--- config.mk ---
export PLATFORM = sky130hd
export DESIGN_NAME = pattern_tx
export DESIGN_NICKNAME = d
export VERILOG_FILES = /design/src/rtl/pattern_tx.sv
export SDC_FILE = /design/constraint.sdc
export NUM_CORES = 1
export LEC_CHECK = 0
export ABC_AREA = 1
export CORE_MARGIN = 2
export CORE_UTILIZATION = 27
export CTS_CLUSTER_DIAMETER = 80
export DETAILED_ROUTE_END_ITERATION = 8
export HOLD_SLACK_MARGIN = 0.05
export PLACE_DENSITY_LB_ADDON = 0.1
export RECOVER_POWER = 25
export SYNTH_ARGS = -nofsm -noshare
export SYNTH_HDL_FRONTEND = slang
export SYNTH_SLANG_ARGS = --single-unit
--- constraint.sdc ---
create_clock -name clk -period 2.14 [get_ports clk]
set_clock_uncertainty 0.05 [all_clocks]
set_input_delay 0.321 -clock clk [delete_from_list [all_inputs] [get_ports clk]]
set_output_delay 0.321 -clock clk [all_outputs]
set_load 0.02 [all_outputs]
--- src/rtl/pattern_tx.sv ---
// Bit-serial pattern transmitter: loads a parallel word via load/ready and shifts
// a programmable number of bits out MSB-first, with repetitions and idle gaps.
module pattern_tx #(
    parameter int unsigned WIDTH = 8,
    parameter int unsigned NB_W  = 4,
    parameter int unsigned CNT_W = 8,
    parameter int unsigned GAP_W = 4
) (
    input  logic             clk,
    input  logic             rst,
    input  logic             load_i,
    input  logic [WIDTH-1:0] word_i,
    input  logic [NB_W-1:0]  nbits_i,
    input  logic [CNT_W-1:0] repeat_i,
    input  logic [GAP_W-1:0] gap_i,
    input  logic             abort_i,
    output logic             ready_o,
    output logic             d_o,
    output logic             valid_o,
    output logic             done_o
);

    typedef enum logic [1:0] {IDLE, SEND, GAP} state_t;

    state_t           state, state_nxt;
    logic [WIDTH-1:0] word_q, word_nxt;
    logic [NB_W-1:0]  nb_q, nb_nxt;
    logic [NB_W-1:0]  idx_q, idx_nxt;
    logic [CNT_W-1:0] rep_q, rep_nxt;
    logic [GAP_W-1:0] gap_q, gap_nxt;
    logic [GAP_W-1:0] gcnt_q, gcnt_nxt;
    logic             d_nxt, valid_nxt, done_nxt, ready_nxt;
    logic             accept_c;
    logic [NB_W-1:0]  nb_eff_c;
    logic [CNT_W-1:0] rep_init_c;

    // Shift instead of a variable bit-select so the index may be wider than needed.
    function automatic logic bit_of(input logic [WIDTH-1:0] w, input logic [NB_W-1:0] i);
        logic [WIDTH-1:0] sh;
        sh = w >> i;
        return sh[0];
    endfunction

    assign accept_c   = load_i && ready_o && !abort_i;
    assign nb_eff_c   = (nbits_i == '0 || nbits_i > NB_W'(WIDTH)) ? NB_W'(WIDTH) : nbits_i;
    assign rep_init_c = (repeat_i == '0) ? '0 : repeat_i - CNT_W'(1);

    always_ff @(posedge clk) begin
        if (rst) begin
            state   <= IDLE;
            word_q  <= '0;
            nb_q    <= '0;
            idx_q   <= '0;
            rep_q   <= '0;
            gap_q   <= '0;
            gcnt_q  <= '0;
            d_o     <= 1'b0;
            valid_o <= 1'b0;
            done_o  <= 1'b0;
            ready_o <= 1'b1;
        end else begin
            state   <= state_nxt;
            word_q  <= word_nxt;
            nb_q    <= nb_nxt;
            idx_q   <= idx_nxt;
            rep_q   <= rep_nxt;
            gap_q   <= gap_nxt;
            gcnt_q  <= gcnt_nxt;
            d_o     <= d_nxt;
            valid_o <= valid_nxt;
            done_o  <= done_nxt;
            ready_o <= ready_nxt;
        end
    end

    // Next-state and next-output logic; outputs describe the cycle after the edge.
    always_comb begin
        state_nxt = state;
        word_nxt  = word_q;
        nb_nxt    = nb_q;
        idx_nxt   = idx_q;
        rep_nxt   = rep_q;
        gap_nxt   = gap_q;
        gcnt_nxt  = gcnt_q;
        d_nxt     = 1'b0;
        valid_nxt = 1'b0;
        done_nxt  = 1'b0;
        ready_nxt = 1'b0;

        case (state)
            IDLE: begin
                ready_nxt = 1'b1;
                if (accept_c) begin
                    word_nxt  = word_i;
                    nb_nxt    = nb_eff_c;
                    idx_nxt   = nb_eff_c - NB_W'(1);
                    rep_nxt   = rep_init_c;
                    gap_nxt   = gap_i;
                    d_nxt     = bit_of(word_i, nb_eff_c - NB_W'(1));
                    valid_nxt = 1'b1;
                    ready_nxt = 1'b0;
                    state_nxt = SEND;
                end
            end
            SEND: begin
                if (abort_i) begin
                    state_nxt = IDLE;
                    ready_nxt = 1'b1;
                end else if (idx_q != '0) begin
                    idx_nxt   = idx_q - NB_W'(1);
                    d_nxt     = bit_of(word_q, idx_q - NB_W'(1));
                    valid_nxt = 1'b1;
                end else if (rep_q != '0) begin
                    rep_nxt = rep_q - CNT_W'(1);
                    if (gap_q == '0) begin
                        idx_nxt   = nb_q - NB_W'(1);
                        d_nxt     = bit_of(word_q, nb_q - NB_W'(1));
                        valid_nxt = 1'b1;
                    end else begin
                        gcnt_nxt  = gap_q - GAP_W'(1);
                        state_nxt = GAP;
                    end
                end else begin
                    state_nxt = IDLE;
                    done_nxt  = 1'b1;
                    ready_nxt = 1'b1;
                end
            end
            GAP: begin
                if (abort_i) begin
                    state_nxt = IDLE;
                    ready_nxt = 1'b1;
                end else if (gcnt_q == '0) begin
                    idx_nxt   = nb_q - NB_W'(1);
                    d_nxt     = bit_of(word_q, nb_q - NB_W'(1));
                    valid_nxt = 1'b1;
                    state_nxt = SEND;
                end else begin
                    gcnt_nxt = gcnt_q - GAP_W'(1);
                end
            end
            default: begin
                state_nxt = IDLE;
                ready_nxt = 1'b1;
            end
        endcase
    end

endmodule

* Word level (Yosys, flattened, before mapping)
Index checks and enable logic that the tools add are counted.
Storage, ports and cells: register bits 38, input bits 28, output and inout port bits 4, word-level logic and storage cells 110
Cells by class: add/sub/neg operators 7, order comparisons 1, equal/unequal tests 15, shift operators 3, mux-type cells 52, bitwise operators 1, reductions and logical operators 20
Operators with widths (count):
- 4-bit 2-to-1 mux | 14
- 8-bit 2-to-1 mux | 5
- 8-bit by 4-bit right shift with 1-bit output | 3
- 4-bit by 1-bit subtractor with 4-bit output, second input constant | 5
- 1-bit 2-to-1 mux | 19
- 2-bit inequality test, second input constant | 8
- 8-bit one-hot mux with 2 select lines | 1
- 8-bit by 1-bit subtractor with 8-bit output, second input constant | 2
- 2-bit 2-to-1 mux | 7
- 7-bit AND reduction | 2
- 4-bit zero test | 3
- 3-bit inequality test, second input constant | 4
- 4-bit one-hot mux with 3 select lines | 1
- 1-bit one-hot mux with 3 select lines | 3
- 8-bit zero test | 1
- 4-bit one-hot mux with 2 select lines | 1
- 8-bit nonzero test | 1
- 2-bit one-hot mux with 3 select lines | 1
- 5-bit AND reduction | 1
- 4-bit > comparator, second input constant | 1
- 4-bit inequality test, second input constant | 1
- 4-bit AND reduction | 1
- 2-bit nonzero test | 2
- 4-bit nonzero test | 1
- other kinds (10) | 11

* Logic depth before layout (Yosys ltp)
Gate-level depths: netlist of the first run.
word-level depth 7, gate-level depth with buffers 12, depth with buffers taken out 12

* Worst setup path before layout of the first run
No wires, ideal clock.
kind register to register, start point register idx_q[0], end point register rep_q[3], setup time 0.115 ns, arrival 1.507 ns, required time 1.975 ns, setup slack 0.468 ns, stages on the path, launching flop included 11, buffers on the path 1, clock period less this slack 1.672 ns, path through dfxtp_1 -> inv_1 -> ha_1 -> nand3_4 -> o21ai_4 -> nand3_4 -> inv_2 -> buf_6 -> nand2_2 -> a21oi_1 -> nor2_1
On the way: longest elaborated chain between the ends 3
Ends and longest elaborated chain:
- start, declared | RTL line 28 | logic [NB_W-1:0] idx_q, idx_nxt;
- start signal, assigned | RTL line 65 | idx_q <= idx_nxt;
- 4-bit nonzero test | RTL line 109 | end else if (idx_q != '0) begin
- 2-bit inequality test (no source line)
- 5-bit AND reduction (no source line)
- end signal, assigned | RTL line 66 | rep_q <= rep_nxt;
- end, declared | RTL line 29 | logic [CNT_W-1:0] rep_q, rep_nxt;
Every way passes these cells. A chain may end at the register's enable or synchronous reset.

* Worst setup path in the final report of the first run
start point register state[0], end point register gcnt_q[2]
On the way: longest elaborated chain between the ends 3, elaborated cells on any way between the ends 11, classes of those cells 8 x eq/ne; 1 x mux; 2 x reduce/logical
Ends and longest elaborated chain:
- start, declared | RTL line 25 | state_t state, state_nxt;
- start signal, assigned | RTL line 62 | state <= state_nxt;
- 2-bit == test or 2-bit by 1-bit == test with 1-bit output (tied branches) | RTL line 90 | case (state)
- 2-bit inequality test (no source line) or 2-bit nonzero test (tied branches)
- 7-bit AND reduction (no source line)
- end signal, assigned | RTL line 68 | gcnt_q <= gcnt_nxt;
- end, declared | RTL line 31 | logic [GAP_W-1:0] gcnt_q, gcnt_nxt;
Parallel ways exist; a longest one is shown, timed or not.

==> impl_metrics.ini, run 1 <==
[critical_path]
rr_endpoint = gcnt_q[2]
critPathCaptureType = flop
worstSetupPathType = reg -> reg
reg2reg_slack_ns = 0.23
required_ns = 2.28
arrival_ns = 2.05
slowest_stage = dfxtp_1
critPathLaunchType = flop
path_max_fanout = 7
path_buf_inv = 3
rr_worst_depth = 9
worstReg2RegStart = state[0]
crit_start = state[0]
crit_family = adder cells
max_stage_delay_ns = 0.40
path_cells = inv_1, ha_1, buf_4, o21ai_0, inv_1, ha_1, xor2_1, o21ai_1, nor2_1

[synth]
synth_top_area_share = 0.283
synth_nets = 465
yosys-top-cells-count = nand2_1, nor2_1, inv_1, dfxtp_1, nand3_1
synth-main-ff-cell = dfxtp_1
yosysUniqueCellTypes = 36
synth_edf_count = 0
synthTopCellsByArea = dfxtp_1, nand2_1, nor2_1, nand3_1, inv_1
synth_area_sq_um = 2690
syn_area_per_cell_sq_um = 6.31
yosysTopAreaCell = dfxtp_1
synth_cells = 426
async_reset_ff_frac = 0
yosys_warnings = 0
synth_most_common_cell = nand2_1
yosysSeqAreaShare = 0.283
ys_ff_latch = 38

[sta]
final.min_clock_period_ns = 1.91
min_period_over_period = 0.893
finalSetupTns_ns = 0
setup_viol = 0
finalMaxSlewViolations = 0
max_freq_mhz = 523
tightest_slew_ns = 0.429
hold_viol_final = 0
grt_setup_unrepaired = false
maxSlewHeadroom = 0.714

[cells_and_area]
nNetsFinal = 504
antenna_cells = 0
fin_cells = 599
area_growth_pct = 23.3
drive_above_1_share = 0.105
fillCellCount = 1110

[cts]
cts_resized = 0
numCtsBuffers = 5
cts.sink_count = 38
hold_buffers = 0
cts_setup_buffers = 0
htreeDepth = 2
clk_path_buf_depth = 2
cts-root-buf = clkbuf_8
cts_tree = done
clk_pin_slew_worst_paths_ns = 0.08
worstSkewPairLatency_ns = 0.29

[global_route]
grt_max_degree = 27
antenna_found_initial = 0
grt_pass1_wl_um = 12200
grt_overflow = 0
grt_pass1_vias = 2575
grt.total_usage = 0.137

[job]
cap_violations = 0

[detailed_routing]
routed_wirelength_um = 7010
viasPerCell = 4.46
drtAntennaViolNets = 0
wl_per_cell_um = 11.7
drc = 0
drtIter0Drc = 113
num_vias = 2669
dr.pass1.iters = 4

[worst_hold_path]
hold_end = word_q[7]
holdCritPathClass = reg -> reg
whs_path_depth = 2
hold_start = word_q[7]

[place]
port-buffer-count = 31
place_inst = 591
finalWeightedCongestion = 0.815
dp_hpwl_um = 5550

[power]
powerDensity_nw_per_um2 = 1400
p_leak_nw = 1.46
ir_worst_vdd_uv = 381

[floorplanning]
die_x_um = 104
dieArea_sq_um = 10800
core_area_sq_um = 9730
rows = 36
io_pins = 32
fp.dieH_um = 104
start_util = 0.276

[outcome]
status = complete, no violations
## worst reg2reg max path: stages (launching register included)
cell     delay (ns)
dfxtp_1        0.40
inv_1          0.09
ha_1           0.27
buf_4          0.18
o21ai_0        0.22
inv_1          0.07
ha_1           0.20
xor2_1         0.15
o21ai_1        0.13
nor2_1         0.05
## cells by family (layout without fill, tap and decap cells)
| group | count (synthesis) | count (layout) | share of synthesized area |
|---|---|---|---|
| XOR/XNOR | 7 | 7 | 0.0228 |
| AND/OR/NAND/NOR | 218 | 218 | 0.369 |
| AO/OA/AOI/OAI | 86 | 86 | 0.174 |
| flip-flops | 38 | 38 | 0.283 |
| adder cells (fa/ha/maj) | 11 | 11 | 0.0512 |
| buffers and inverters | 66 | 106 | 0.0997 |
## final cells by class
| cell class | count | area [sq um] | area share |
|---|---|---|---|
| well taps | 133 | 166 | 0.0502 |
| clock inverters | 2 | 60.1 | 0.0181 |
| repair buffers | 42 | 390 | 0.118 |
| clock buffers | 6 | 82.6 | 0.0249 |
| inverters | 56 | 210 | 0.0634 |
| flip-flops and latches | 38 | 761 | 0.230 |
| multi-input cells | 322 | 1640 | 0.496 |
## worst max path at each step
stage / slack (ns) / endpoint / depth (start not counted)
6_report: 0.23 / gcnt_q[2] / 9
5_1_grt: 0.08 / state[0] / 9
4_1_cts: 0.24 / gcnt_q[2] / 9
3_5_place_dp: 0.11 / rep_q[5] / 12
3_3_place_gp: 0.11 / d_o / 10
2_1_floorplan: 0.47 / rep_q[3] / 10
## sequential cells by signal, summed over array words and instances (netlist names), 2 cells and up
signal,flops
gap_q,4
gcnt_q,4
idx_q,4
nb_q,4
rep_q,8
state,2
word_q,8
## through the flow
stage / util / setup slack [ns] / total power, mW / hold WS (ns) / area, sq um
5_1_grt: 0.341 / 0.0760 / 5.12 / 0.451 / 3310
3_3_place_gp: 0.328 / 0.108 / 3.91 / 0.416 / 3190
6_report: 0.341 / 0.228 / 4.63 / 0.430 / 3310
2_1_floorplan: - / 0.468 / 3.22 / 0.350 / 2690
3_5_place_dp: 0.328 / 0.111 / 3.90 / 0.417 / 3190
4_1_cts: 0.342 / 0.242 / 4.70 / 0.431 / 3330
## routing by layer
metal  global-route usage  vias to the layer above  part of all wire
li1                     -                     1453                 -
met1                0.192                     1159              0.53
met2                0.220                       51              0.43
met3               0.0208                        6             0.034
met4               0.0367                        0             0.010
met5                    0                        -                 0
## where the power goes
group          internal (mW)  leakage, nW  switching [mW]
combinational           1.01         1.08            1.71
clock                  0.498       0.0714           0.279
sequential             0.937        0.311           0.197
## cells in the final DEF, fill, tap and decap left out, types with 3 or more instances in the layout
cell type,instances
a21oi_1,31
a31oi_1,3
buf_4,10
clkbuf_8,6
clkdlybuf4s50_1,28
dfxtp_1,38
dlygate4sd3_1,3
ha_1,11
inv_1,47
inv_2,9
nand2_1,101
nand2_2,4
nand3_1,38
nand4_1,5
nor2_1,52
nor2_2,3
nor3_1,3
o21ai_0,29
o21ai_1,15
o21ai_2,3
or2_2,3
xor2_1,5
(Power assumes the default switching activity.)
==> run 2: changes to the inputs <==
--- a/config.mk
+++ b/config.mk
@@ -6,9 +6,11 @@
 export NUM_CORES = 1
 export LEC_CHECK = 0
 export ABC_AREA = 1
+export CELL_PAD_IN_SITES_DETAIL_PLACEMENT = 2
+export CELL_PAD_IN_SITES_GLOBAL_PLACEMENT = 2
 export CORE_MARGIN = 2
 export CORE_UTILIZATION = 27
-export CTS_CLUSTER_DIAMETER = 80
+export CTS_CLUSTER_DIAMETER = 120
 export DETAILED_ROUTE_END_ITERATION = 8
 export HOLD_SLACK_MARGIN = 0.05
 export PLACE_DENSITY_LB_ADDON = 0.1
==> run 2 against run 1 <==
Via count increased by 6.9%; routed wire length increased by 28%; final area decreased by 1.9%; sequential share of layout area increased by 0.45 points; largest cell class unchanged; highest routed layer unchanged.
==> impl_metrics.ini, run 2 (same netlist as run 1, synthesis figures left out) <==
[cts]
clk_pin_slew_worst_paths_ns = 0.09
cts_tree = done
cts.sink_count = 38
worstSkewPairLatency_ns = 0.30
cts-root-buf = clkbuf_8
htreeDepth = 2
clk_path_buf_depth = 2
numCtsBuffers = 5

[power]
combPwrFrac = 0.627
ir_worst_vdd_uv = 316
p_int_mw = 2.20
p_switching_mw = 2.34
p_leak_nw = 1.43
powerDensity_nw_per_um2 = 1400
switching_share = 0.516
power.share.clock = 0.121
power_frac_seq = 0.252

[place]
port-buffer-count = 31
placed_area_sq_um = 3170
finalWeightedCongestion = 0.787
dp_hpwl_um = 7210

[sta]
hold_viol_final = 0
finalMaxSlewViolations = 0
finalSetupTns_ns = 0
max_freq_mhz = 525
grt_setup_unrepaired = false
min_period_over_period = 0.890
tightest_slew_ns = 0.462
final.min_clock_period_ns = 1.90
setup_viol = 0
maxSlewHeadroom = 0.692

[critical_path]
required_ns = 2.28
worstSetupPathType = reg -> reg
arrival_ns = 2.05
path_buf_inv = 1
max_stage_delay_ns = 0.38
path_cells = inv_1, ha_1, nand2_1, nor2_4, nand3_1, nand3_1, nand3_1, a21oi_1, nor2_1
slowest_stage = dfxtp_1
critPathLaunchType = flop
path_max_fanout = 7
critPathCaptureType = flop
crit_family = simple AND/OR/NAND/NOR gates
critPathMostFrequentCell = nand3_1

[floorplanning]
core_area_sq_um = 9730
fp.dieH_um = 104
start_util = 0.276
dieArea_sq_um = 10800
die_x_um = 104
io_pins = 32
rows = 36

[global_route]
antenna_found_initial = 0
grt_overflow = 0
grt.total_usage = 0.173
grt_max_degree = 27
grt_pass1_wl_um = 15100
grt_pass1_vias = 3065

[detailed_routing]
wl_per_cell_um = 15.0
num_vias = 2854
routed_wirelength_um = 8960
drc = 0
drtAntennaViolNets = 0
drtIter0Drc = 46
dr.pass1.iters = 4
viasPerCell = 4.78

[cells_and_area]
area_growth_pct = 21.0
stdcell_area_sq_um = 3250
layout_commonest_cell = nand2_1
drive_above_1_share = 0.101
top_regs = rep_q x8, word_q x8
nNetsFinal = 502
antenna_cells = 0
final_cell_mix = nand2_1, nor2_1, inv_1, nand3_1, dfxtp_1

[outcome]
status = complete, no violations

[job]
cap_violations = 0

[worst_hold_path]
holdCritPathClass = reg -> reg
run 2: changes by cell type in the layout (fill, tap and decap cells not counted), sizes merged:
cell | previous run | this run
bufinv | 2 | 0
clkbuf | 7 | 8
buf | 10 | 8
clkinv | 0 | 1
run 2: per-stage QoR:
stage                     cells  setup slack, ns   util  hold slack, ns  total power, mW
after detailed placement    589           0.0612  0.326           0.427             4.06
final                       597            0.235  0.334           0.432             4.54
after floorplan             426            0.468      -           0.350             3.22
after global routing        597           0.0405  0.334           0.470             5.07
after global placement      589            0.118  0.326           0.424             3.95
after CTS                   597            0.140  0.336           0.440             4.64
run 2: worst paths after layout:
path | startpoint | endpoint | slack (ns) | cells after the start
hold reg to reg | word_q[5] | word_q[5] | 0.43 | 2
hold / removal | word_q[5] | word_q[5] | 0.43 | 2
setup reg to reg | idx_q[0] | state[1] | 0.24 | 9
setup / recovery | idx_q[0] | state[1] | 0.24 | 9
run 2: final cells by class:
cell class	count	area [sq um]
Clock inverter	1	5.00
Fill cell	1239	6480
Inverter	56	210
Tap cell	133	166
Sequential cell	38	761
Multi-Input combinational cell	322	1650
Clock buffer	7	86.3
Timing Repair Buffer	40	375
run 2: power groups by stage:
stage	combinational, mW	clock, mW	sequential, mW
floorplan	2.10	0	1.12
global placement	2.79	0	1.16
detailed placement	2.89	0	1.17
CTS	2.91	0.575	1.15
global route	3.28	0.599	1.19
finish	2.85	0.548	1.15
run 2: repair_timing:
action | CTS | global route
endpoints found under the setup margin | 0 | 1
gates resized for setup | 0 | 1
hold endpoints to repair | 0 | 0
hold buffers | 0 | 0
buffers inserted | 0 | 0
run 2: layer usage:
metal | vias up | routed length, um | GRT usage
met5 | - | 0 | 0
met3 | 4 | 185 | 0.0296
li1 | 1455 | - | -
met2 | 31 | 4130 | 0.295
met4 | 0 | 65 | 0.0319
met1 | 1364 | 4580 | 0.231
run 2: tightest hold or removal path, cell delays in order, from the launching register on:
cell and delay [ns]:
dfxtp_1 0.32, inv_1 0.07, a21oi_1 0.05
